`config.mk`:
```
export PLATFORM = sky130hd
export DESIGN_NAME = regfile_writeback_arbiter
export DESIGN_NICKNAME = d
export VERILOG_FILES = /design/src/rtl/regfile_writeback_arbiter.sv
export SDC_FILE = /design/constraint.sdc
export NUM_CORES = 1
export LEC_CHECK = 0
export ABC_AREA = 1
export BUFFER_PORTS_ARGS = -buffer_cell sky130_fd_sc_hd__buf_4
export CAP_MARGIN = 10
export CORE_MARGIN = 2
export CORE_UTILIZATION = 50
export CTS_CLUSTER_DIAMETER = 200
export DETAILED_ROUTE_END_ITERATION = 7
export PLACE_DENSITY_LB_ADDON = 0.3
export SLEW_MARGIN = 20
export SYNTH_ARGS = -nofsm -noshare
export SYNTH_HDL_FRONTEND = slang
export SYNTH_SLANG_ARGS = --single-unit
```
`constraint.sdc`:
```
create_clock -name clock -period 5.7 [get_ports clock]
set_input_delay 0.285 -clock clock [delete_from_list [all_inputs] [get_ports clock]]
set_output_delay 0.285 -clock clock [all_outputs]
set_load 0.01 [all_outputs]
```
`src/rtl/regfile_writeback_arbiter.sv`:
```
// -----------------------------------------------------------------------------
// regfile_writeback_arbiter
//
// Purpose
//   Shares the single register-file write port among NUM_REQ writeback
//   sources (ALU result, load data, CSR/mul-div result, ...). Each source owns
//   a small FIFO. A round-robin arbiter drains one FIFO head per cycle into a
//   registered write port that drives the register file directly. Requests that
//   target x0 are accepted but never stored, so they cost neither a FIFO slot
//   nor a write-port cycle.
//
// Handshake (requester side)
//   A request i transfers on a rising clock edge where req_valid[i] and
//   req_ready[i] are both high. req_ready[i] is a function of FIFO state only
//   (not full, and not in reset); it never looks at req_valid or the current
//   grant. While req_valid[i] is high the payload (req_rd, req_data slice) must
//   stay stable. There is no backpressure on the write port: a popped entry is
//   always written on the following cycle.
//
// Parameters
//   NUM_REQ     number of writeback requesters (2..4)
//   FIFO_DEPTH  entries per requester FIFO (power of two, >= 2)
//   XLEN        write data width
//
// Ports
//   clock      rising-edge clock
//   reset      asynchronous, active-low reset
//   req_valid  per requester: request valid
//   req_ready  per requester: FIFO can accept (low while reset is asserted)
//   req_rd     per requester destination register, requester i at [5i+4:5i]
//   req_data   per requester write data, requester i at [XLEN*i +: XLEN]
//   regWrite   registered write enable to the register file
//   rd         registered destination register (holds when no write)
//   writeData  registered write data (holds when no write)
//   wb_idle    all FIFOs empty and no write in flight
// -----------------------------------------------------------------------------
module regfile_writeback_arbiter #(
  parameter int NUM_REQ    = 2,
  parameter int FIFO_DEPTH = 2,
  parameter int XLEN       = 64
) (
  input  logic                    clock,
  input  logic                    reset,
  input  logic [NUM_REQ-1:0]      req_valid,
  output logic [NUM_REQ-1:0]      req_ready,
  input  logic [NUM_REQ*5-1:0]    req_rd,
  input  logic [NUM_REQ*XLEN-1:0] req_data,
  output logic                    regWrite,
  output logic [4:0]              rd,
  output logic [XLEN-1:0]         writeData,
  output logic                    wb_idle
);

  // Address bits into a FIFO, pointer bits (one extra wrap bit), grant index bits.
  localparam int AW = $clog2(FIFO_DEPTH);
  localparam int PW = AW + 1;
  localparam int GW = $clog2(NUM_REQ);

  logic [NUM_REQ-1:0]      full;
  logic [NUM_REQ-1:0]      empty;
  logic [NUM_REQ-1:0]      push;
  logic [NUM_REQ-1:0]      pop;
  logic [NUM_REQ*5-1:0]    head_rd_all;
  logic [NUM_REQ*XLEN-1:0] head_data_all;

  logic                    grant_valid;
  logic [GW-1:0]           grant_idx;
  logic [GW-1:0]           cand;
  logic [GW-1:0]           last_grant;
  logic [4:0]              sel_rd;
  logic [XLEN-1:0]         sel_data;

  // ---------------------------------------------------------------------------
  // Per-requester FIFOs
  // ---------------------------------------------------------------------------
  for (genvar i = 0; i < NUM_REQ; i++) begin : g_fifo
    logic [PW-1:0]   wr_ptr;
    logic [PW-1:0]   rd_ptr;
    logic [4:0]      mem_rd   [FIFO_DEPTH];
    logic [XLEN-1:0] mem_data [FIFO_DEPTH];

    // Pointers carry one wrap bit: equal means empty, equal low bits with a
    // differing wrap bit means full.
    assign empty[i] = (wr_ptr == rd_ptr);
    assign full[i]  = (wr_ptr[AW] != rd_ptr[AW]) &&
                      (wr_ptr[AW-1:0] == rd_ptr[AW-1:0]);

    // Ready is forced low while reset is held so nothing is accepted into a
    // FIFO that is being cleared.
    assign req_ready[i] = reset & ~full[i];

    // x0 writes complete the handshake but are never stored.
    assign push[i] = req_valid[i] & req_ready[i] & (req_rd[5*i +: 5] != 5'd0);

    always_ff @(posedge clock or negedge reset) begin
      if (!reset) begin
        wr_ptr <= '0;
        rd_ptr <= '0;
      end else begin
        if (push[i]) wr_ptr <= wr_ptr + 1'b1;
        if (pop[i])  rd_ptr <= rd_ptr + 1'b1;
      end
    end

    // Payload storage needs no reset: an entry is only ever read after it
    // has been written, because empty gates the arbiter.
    always_ff @(posedge clock) begin
      if (push[i]) begin
        mem_rd[wr_ptr[AW-1:0]]   <= req_rd[5*i +: 5];
        mem_data[wr_ptr[AW-1:0]] <= req_data[XLEN*i +: XLEN];
      end
    end

    assign head_rd_all[5*i +: 5]         = mem_rd[rd_ptr[AW-1:0]];
    assign head_data_all[XLEN*i +: XLEN] = mem_data[rd_ptr[AW-1:0]];
  end

  // ---------------------------------------------------------------------------
  // Round-robin arbiter: search begins one past the last granted requester,
  // so every non-empty FIFO is served within NUM_REQ write cycles.
  // ---------------------------------------------------------------------------
  always_comb begin
    grant_valid = 1'b0;
    grant_idx   = last_grant;
    cand        = last_grant;
    for (int k = 0; k < NUM_REQ; k++) begin
      cand = (cand == GW'(NUM_REQ - 1)) ? '0 : cand + 1'b1;
      if (!grant_valid && !empty[cand]) begin
        grant_valid = 1'b1;
        grant_idx   = cand;
      end
    end
  end

  // One-hot pop and head selection for the granted requester.
  always_comb begin
    pop      = '0;
    sel_rd   = '0;
    sel_data = '0;
    for (int k = 0; k < NUM_REQ; k++) begin
      if (grant_valid && (grant_idx == GW'(k))) begin
        pop[k]   = 1'b1;
        sel_rd   = head_rd_all[5*k +: 5];
        sel_data = head_data_all[XLEN*k +: XLEN];
      end
    end
  end

  // ---------------------------------------------------------------------------
  // Registered write port and round-robin state. The asynchronous clear drops
  // an in-flight regWrite the moment reset asserts.
  // ---------------------------------------------------------------------------
  always_ff @(posedge clock or negedge reset) begin
    if (!reset) begin
      regWrite   <= 1'b0;
      rd         <= '0;
      writeData  <= '0;
      last_grant <= GW'(NUM_REQ - 1);
    end else begin
      regWrite <= grant_valid;
      if (grant_valid) begin
        rd         <= sel_rd;
        writeData  <= sel_data;
        last_grant <= grant_idx;
      end
    end
  end

  assign wb_idle = (&empty) & ~regWrite;

endmodule

```
==> flow_summary.toml, run 1 <==
[status]
outcome = "finished, final reports clean"

[yosys]
synth_edf_count = 276
syn_area_sq_um = 13800
synth.avg_cell_area_sq_um = 11.6
synth_adder_area_share = 0
synthCells = 1195
syn-num-nets = 1337
synth_warnings = 0
synth_most_common_cell = "nand2_1"
synth-seq-cells = 355
synth_top_family_by_area = "simple AND/OR/NAND/NOR gates"
yosysTopAreaCellShare = 0.600
synth_top_cells_by_area = "edfxtp_1, dfrtp_1, nand2_1, nand3_1, clkbuf_1"
muxShareOfSynthArea = 0
synth_async_sr_flop_share = 0.223
synth_compound_area_frac = 0.00317
yosys.area.top_type = "edfxtp_1"
synth_flop_cell = "edfxtp_1"
yosys.area_share.simple = 0.224
synth_cell_type_count = 22
netlist_top_cells_count = "nand2_1, edfxtp_1, nand3_1"
synth_seq_area_share = 0.743
synth_xor_area_frac = 0.00317

[route]
drt_iter0_drc = 849
wire_per_inst_microns = 18.3
routed_via_density = 5.29
drtPass1Iterations = 5
wirelength_microns = 35000
wl_met2_microns = 17900
postRouteAntennaNets = 0
met1Wirelength_microns = 14000
wl_met3_microns = 2170
top_layer_used = "met4"
vias = 10110
drc = 0

[placement]
dpl_worst_slack_ns = 2.23
placedCellCount = 1699
port_buffers = 214
dp_hpwl_microns = 20400
gp_congestion = 0.790
placed_cell_area_sq_um = 15700

[die]
rows = 60
die_x_microns = 170
die_h_microns = 170
io_pins = 215
coreArea_sq_um = 27000
initial_core_util = 0.511
dieArea_sq_um = 29000

[worst_setup_path]
worst_setup_path_start_kind = "flip-flop"
cp.arrival_ns = 3.59
path_buf_inv = 4
cp-end-kind = "primary output"
required_ns = 5.41
crit_top_cell = "buf_4"
path_max_fanout = 71
cp_slowest_cell = "buf_4"
critical_path_class = "reg -> out"
slowest_delay_ns = 0.62
cp_top_family = "buffers and inverters"
path_cells = "buf_4 -> nand2_1 -> nand2_2 -> nand2_4 -> buf_4 -> inv_2 -> nand2_1 -> nor2_1 -> buf_4"

[sta]
max_freq_mhz = 258
setup_tns_ns = 0
layout_min_cycle_time_ns = 3.88
hold_viol_final = 0
worst_pin_slew_ns = 0.897
slew_headroom = 0.402
slew_viol_final = 0
holdWs_ns = 0.186
setup_ws_ns = 1.82
rsz0062_at_grt = "no"
fin_skew_ns = 0.0180
setup_viol = 0
fin_crit_sh = 0.680

[min_path]
hold_path_class = "in -> reg"

[clock_tree]
cts_max_path_buffers = 3
root_buffer = "clkbuf_16"
h-tree-depth = 2
path_clk_slew_ns = 0.06
cts_buffers = 37
post_cts_buffers = 0
cts_tree = "yes"
clk_latency_ns = 0.52
numClockSinks = 355
cts-resized-gates = 0

[cells_and_area]
drive_gt1_frac = 0.193
fill_cells = 1938
final_cells = 1911
area_delta_synth_final_pct = 32.6
stdcell_area_sq_um = 18300
final_nets = 1678

[grt]
grt_max_degree = 74
overflow = 0
grt_pass1_vias = 10306
track_usage = 0.244
antenna_found_initial = 5
grt_pass1_wl_microns = 54200

[flow_run]
cap_viol_max_count = 0

[power_and_ir_drop]
leakage_nw = 7.82
peakVddDrop_mv = 0.431
p_per_area_nw_per_um2 = 519
per-layer routing:
metal | up-vias | GRT usage
met1 | 4905 | 0.309
met5 | - | 0
met2 | 388 | 0.431
met4 | 0 | 0.0840
met3 | 78 | 0.0358
li1 | 4739 | -
power by group:
group / switching (mW) / internal, mW
logic: 2.23 / 1.11
clock network: 0.976 / 1.44
registers: 0.327 / 3.42
cells by family after synthesis:
group	count (synthesis)
and+or+nand+nor	749
DFF	355
buffers and inverters	80
AOI/OAI and AO/OA	6
xor gates and xnor gates	5
flip-flops by register name, indices dropped and copies added, names as in the netlist:
| name | cells |
|---|---|
| g_fifo.mem_data | 256 |
| g_fifo.mem_rd | 20 |
| g_fifo.rd_ptr | 4 |
| g_fifo.wr_ptr | 4 |
| last_grant | 1 |
| rd | 5 |
| regWrite | 1 |
| writeData | 64 |
layout make-up:
cell class	count	area [sq um]	area share
multi-input cells	760	3220	0.175
well taps	341	427	0.0233
diodes	5	12.5	0.000683
repair buffers	367	3100	0.169
inverters	15	58.8	0.00321
flip-flops and latches	355	10300	0.561
clock inverters	13	129	0.00703
clock buffers	55	1110	0.0604
through the flow:
| step | total power, mW | utilization |
|---|---|---|
| 2_1_floorplan | 5.88 | - |
| 3_3_place_gp | 6.95 | 0.580 |
| 3_5_place_dp | 7.06 | 0.580 |
| 4_1_cts | 9.56 | 0.678 |
| 5_1_grt | 10.1 | 0.678 |
| 6_report | 9.51 | 0.678 |
repair_timing:
| item | CTS | global route |
|---|---|---|
| hold buffers | 139 | 0 |
| setup endpoints to repair | 0 | 0 |
| endpoints found under the hold margin | 300 | 0 |
layout by cell type, fill, tap and decap left out, drive strengths merged:
cell type    instances
dfrtp               78
edfxtp             276
diode                5
clkinv               9
dlygate4sd3        139
nand3              209
clkbuf              55
inv                 16
buf                228
bufinv               2
xor2                 4
nand2              522
xnor2                1
nand4                2
a21oi                1
clkinvlp             1
nor2                16
dfstp                1
o21a                 1
o21ai                4
path summary, 6_finish.rpt:
path	from	end	slack [ns]	cells past startpoint
max	g_fifo[1].rd_ptr[0]	wb_idle	1.82	9
max reg2reg	g_fifo[1].rd_ptr[0]	rd[1]	2.19	9
min	req_valid[1]	g_fifo[1].wr_ptr[1]	0.19	5
max in group asynchronous	reset	writeData[23]	4.33	3
min reg2reg	writeData[19]	writeData[19]	0.54	2
min in group asynchronous	reset	g_fifo[0].wr_ptr[0]	0.28	2
worst reg2reg max path: cells and delay by family (launching register included):
kind	cells	cell delay [ns]
flops	1	0.42
buf+inv	4	2.05
simple gates	5	0.97
Note: power is estimated with default switching activity, not from simulation.
==> inputs of run 2 (changes only) <==
Clock period 5.7 ns to 3.4 ns, I/O delays scaled along.
==> run 2 against run 1 <==
Effect of this change:
- design area increased by 0.66%
- core utilization increased by 0.45 points
- first-iteration DRC count decreased by 11%
- global-route usage increased by 0.38 points
- count of clock-buffer cells in the layout increased by 4
- total power increased by 71%
- register-to-register slack got worse by 1.3 ns
- sequential share of layout area decreased by 0.38 points
- critical path depth decreased by 2
- non-clock buffer count increased by 9
- sequential power increased by 67%
- clock skew decreased by 0.0079 ns
==> flow_summary.toml, run 2 (same netlist as run 1, synthesis figures left out) <==
[placement]
gp_congestion = 0.779
dp_hpwl_microns = 20700
dpl_worst_slack_ns = 0.922
port_buffers = 214
placedCellCount = 1708
placed_cell_area_sq_um = 15800

[cells_and_area]
fin_util = 0.683
antennaDiodeCount = 0
stdcell_area_sq_um = 18400
largest_reg_flops = 256
final_cells = 1917
drive_gt1_frac = 0.194
fill_cells = 1866
final_common_cell = "nand2_1"
area_delta_synth_final_pct = 33.5
final_nets = 1688
final_cell_mix = "nand2_1, edfxtp_1, buf_4"

[sta]
rsz0062_at_grt = "no"
fin_skew_ns = 0.0101
slew_viol_final = 0
fin_crit_sh = 0.871
layout_min_cycle_time_ns = 2.96
setup_ws_ns = 0.437
slew_headroom = 0.396
max_freq_mhz = 337
setup_tns_ns = 0
worst_pin_slew_ns = 0.906
setup_viol = 0
hold_viol_final = 0

[route]
drtPass1Iterations = 6
wire_per_inst_microns = 18.8
postRouteAntennaNets = 0
vias = 10227
routed_via_density = 5.33
wirelength_microns = 36000
drt_iter0_drc = 754
drc = 0

[clock_tree]
cts_buffers = 38
h-tree-depth = 2
root_buffer = "clkbuf_16"
cts-resized-gates = 0
cts_tree = "yes"
cts_max_path_buffers = 3
numClockSinks = 355
path_clk_slew_ns = 0.06
clk_latency_ns = 0.51

[grt]
overflow = 0
grt_max_degree = 71
grt_pass1_wl_microns = 55000
grt_pass1_vias = 10378
track_usage = 0.248
antenna_found_initial = 0

[die]
rows = 60
initial_core_util = 0.511
coreArea_sq_um = 27000
die_x_microns = 170
io_pins = 215
die_h_microns = 170
dieArea_sq_um = 29000

[worst_setup_path]
critical_path_class = "reg -> out"
path_max_fanout = 28
required_ns = 3.23
cp-end-kind = "primary output"
worst_setup_path_start_kind = "flip-flop"
cp.arrival_ns = 2.79

[power_and_ir_drop]
leakage_nw = 7.88
p_per_area_nw_per_um2 = 882
peakVddDrop_mv = 0.588

[status]
outcome = "finished, final reports clean"

[min_path]
hold_path_class = "in -> reg"

[flow_run]
cap_viol_max_count = 0
## run 2: changes by cell type in the layout (fill, tap and decap cells not counted), sizes merged
cell	before	now
clkinvlp	1	0
clkbuf	55	59
bufinv	2	4
buf	228	237
diode	5	0
clkinv	9	6
## run 2: timing repair
item,CTS,global route
hold buffers,139,0
endpoints found under the hold margin,299,0
setup buffers,0,0
## run 2: final timing paths
kind	startpoint	to	slack (ns)	cells past startpoint
max reg2reg	g_fifo[0].rd_ptr[0]	writeData[47]	0.85	7
max in group asynchronous	reset	writeData[34]	2.12	3
max	g_fifo[0].rd_ptr[0]	wb_idle	0.44	7
min in group asynchronous	reset	rd[1]	0.15	2
min	req_valid[1]	g_fifo[1].wr_ptr[0]	0.08	5
min reg2reg	writeData[12]	writeData[12]	0.52	2
## run 2: power breakdown
group	internal [mW]	switching (mW)	total (mW)	leakage, nW
Combinational	1.94	3.87	5.82	3.77
Sequential	5.73	0.522	6.25	3.49
Clock	2.58	1.61	4.19	0.624
Total	10.3	6.01	16.3	7.88
## run 2: critical path, stage by stage, from the launching register on
cell,delay [ns]
dfrtp_2,0.59
buf_4,0.31
nand2_1,0.09
nand2_1,0.08
nor2_4,0.67
nand2_1,0.22
nor2_1,0.17
buf_4,0.15
## run 2: area by class of cell
type,instances,area (sq um),area share
clock buffer,59,1120,0.0609
clock inverter,11,156,0.00848
inverter,15,58.8,0.00319
multi-input combinational,760,3220,0.174
sequential,355,10300,0.557
tap,341,427,0.0231
timing repair buffer,376,3200,0.173
## run 2: metrics by stage
stage / power (mW) / hold WS (ns)
final: 16.3 / 0.0790
after global routing: 17.2 / 0.116
after CTS: 16.3 / 0.0606
after detailed placement: 11.9 / 0.120
after global placement: 11.8 / 0.119
after floorplan: 9.85 / -0.126
## run 2: layer usage
| metal | global-route usage | wire [microns] |
|---|---|---|
| met1 | 0.311 | 14000 |
| met2 | 0.442 | 18800 |
| met3 | 0.0430 | 2430 |
| met4 | 0.0732 | 818 |
| met5 | 0 | 0 |
==> inputs of run 3 (changes only) <==
Settings changed: CORE_UTILIZATION 50 to 40, CTS_BUF_LIST set to sky130_fd_sc_hd__clkbuf_2 sky130_fd_sc_hd__clkbuf_4 sky130_fd_sc_hd__clkbuf_8.
==> run 3 against run 2 <==
Effect of this change:
- non-clock buffer count unchanged
- sequential cell count unchanged
- clock skew is 0.0084 ns higher
- critical endpoint unchanged
- wire length shrank 1.3%
- largest cell class unchanged
- count of clock-buffer cells in the layout grew 34
- critical path depth is 1 higher
- cell count rose by 8.1%
- fmax down 0.26%
- highest routed layer is now met5
- clock power decreased by 12%
- total power down 4.0%
- largest power group unchanged
==> flow_summary.toml, run 3 (same netlist as run 1, synthesis figures left out) <==
[grt]
grt_max_degree = 72
grt_util_met3 = 0.0327
grt.busiest_layer = "met2"
use_met2 = 0.340
grt_pass1_vias = 10087
track_usage = 0.197
antenna_found_initial = 6
grt_pass1_wl_microns = 54800
grt_util_met1 = 0.255
overflow = 0

[status]
outcome = "finished, final reports clean"

[worst_setup_path]
rrSetupSlack_ns = 0.88
critical_path_class = "reg -> out"
slowest_delay_ns = 0.63
crit_end = "wb_idle"
crit_start = "g_fifo[0].rd_ptr[0]"
path_max_fanout = 70
r2r-start = "g_fifo[0].rd_ptr[0]"
cp-end-kind = "primary output"
path_cells = "inv_2 -> nand2_1 -> nand2_1 -> nor2_4 -> buf_6 -> nand2_1 -> nor2_1 -> buf_4"
worst_setup_path_start_kind = "flip-flop"
r2r_end = "writeData[13]"
required_ns = 3.23
crit_top_cell = "nand2_1"
cp_slowest_cell = "dfrtp_4"
r2r_cells = 8
cp.arrival_ns = 2.80

[sta]
layout_min_cycle_time_ns = 2.97
fin_crit_sh = 0.874
setup_tns_ns = 0
rsz0062_at_grt = "no"
max_freq_mhz = 337
holdWs_ns = 0.211
hold_viol_final = 0
fin_skew_ns = 0.0184
slew_headroom = 0.419
worst_pin_slew_ns = 0.872
setup_viol = 0
slew_viol_final = 0

[cells_and_area]
final_cells = 2073
largest_reg_flops = 256
final_common_cell = "nand2_1"
final_nets = 1706
drive_gt1_frac = 0.216
area_delta_synth_final_pct = 33.9
final_cell_mix = "nand2_1, edfxtp_1, buf_4"

[clock_tree]
numClockSinks = 355
cts_max_path_buffers = 3
h-tree-depth = 2
path_clk_slew_ns = 0.06
cts_tree = "yes"
clk_latency_ns = 0.58
post_cts_buffers = 0
cts_buffers = 56
root_buffer = "clkbuf_8"

[route]
drc = 0
routed_via_density = 4.85
wirelength_microns = 35600
drt_iter0_drc = 598
wire_per_inst_microns = 17.2
vias = 10057
postRouteAntennaNets = 0
drtPass1Iterations = 6

[power_and_ir_drop]
peakVddDrop_mv = 0.628
p_per_area_nw_per_um2 = 844
total_power_mw = 15.6
leakage_nw = 7.89

[die]
die_x_microns = 190
die_h_microns = 190
coreArea_sq_um = 34300
rows = 68
initial_core_util = 0.403
io_pins = 215
dieArea_sq_um = 36000

[placement]
gp_congestion = 0.740
dp_hpwl_microns = 21400
placedCellCount = 1820
port_buffers = 214

[flow_run]
cap_viol_max_count = 0

[min_path]
hold_path_class = "in -> async"
[run 3: changes by cell type in the layout (fill, tap and decap cells not counted), sizes merged]
cell	previous run	this run
clkbuf	59	93
dlygate4sd3	139	141
clkinv	6	12
diode	0	6
bufinv	4	0
buf	237	235
[run 3: worst min-delay path by stage]
stage                     startpoint                   to  slack, ns  depth (start not counted)
after floorplan                reset  g_fifo[0].rd_ptr[0]      -0.13                          0
after global placement         reset  g_fifo[1].wr_ptr[1]       0.25                          1
after detailed placement       reset  g_fifo[0].rd_ptr[1]       0.26                          1
after CTS                      reset        writeData[43]       0.19                          2
after global routing           reset        writeData[43]       0.25                          2
final                          reset        writeData[43]       0.21                          2
[run 3: per-layer routing]
metal | share of wire | up-vias
li1 | - | 4813
met1 | 0.42 | 4850
met2 | 0.50 | 324
met3 | 0.057 | 68
met4 | 0.026 | 2
met5 | 0.00037 | -
[run 3: power breakdown]
group | switching [mW] | internal [mW]
combinational | 3.73 | 1.92
sequential | 0.539 | 5.74
clock | 1.61 | 2.08
total | 5.88 | 9.73
[run 3: metrics by stage]
step | area (sq um) | setup WS (ns) | utilization
final | 18500 | 0.429 | 0.539
after global routing | 18500 | 0.175 | 0.539
after CTS | 18500 | 0.0962 | 0.539
after detailed placement | 15900 | 0.759 | 0.463
after global placement | 15900 | 0.795 | 0.463
after floorplan | 13800 | 0.268 | -
[run 3: layout make-up]
| type | count | area (sq um) |
|---|---|---|
| Fill cell | 2948 | 15800 |
| Timing Repair Buffer | 376 | 3180 |
| Clock inverter | 13 | 57.6 |
| Sequential cell | 355 | 10300 |
| Tap cell | 455 | 569 |
| Inverter | 15 | 58.8 |
| Clock buffer | 93 | 1120 |
| Antenna cell | 6 | 15.0 |
| Multi-Input combinational cell | 760 | 3220 |
[run 3: critical path: cells and delay by family, from the launching register on]
kind	cells	cell delay [ns]
flops	1	0.63
buf+inv	3	0.91
simple gates	5	0.65
[run 3: timing repair]
action                                  4_1_cts  5_1_grt
endpoints found under the setup margin        0        1
gates resized for setup                       0        1
endpoints found under the hold margin       321        0
hold buffers                                141        0
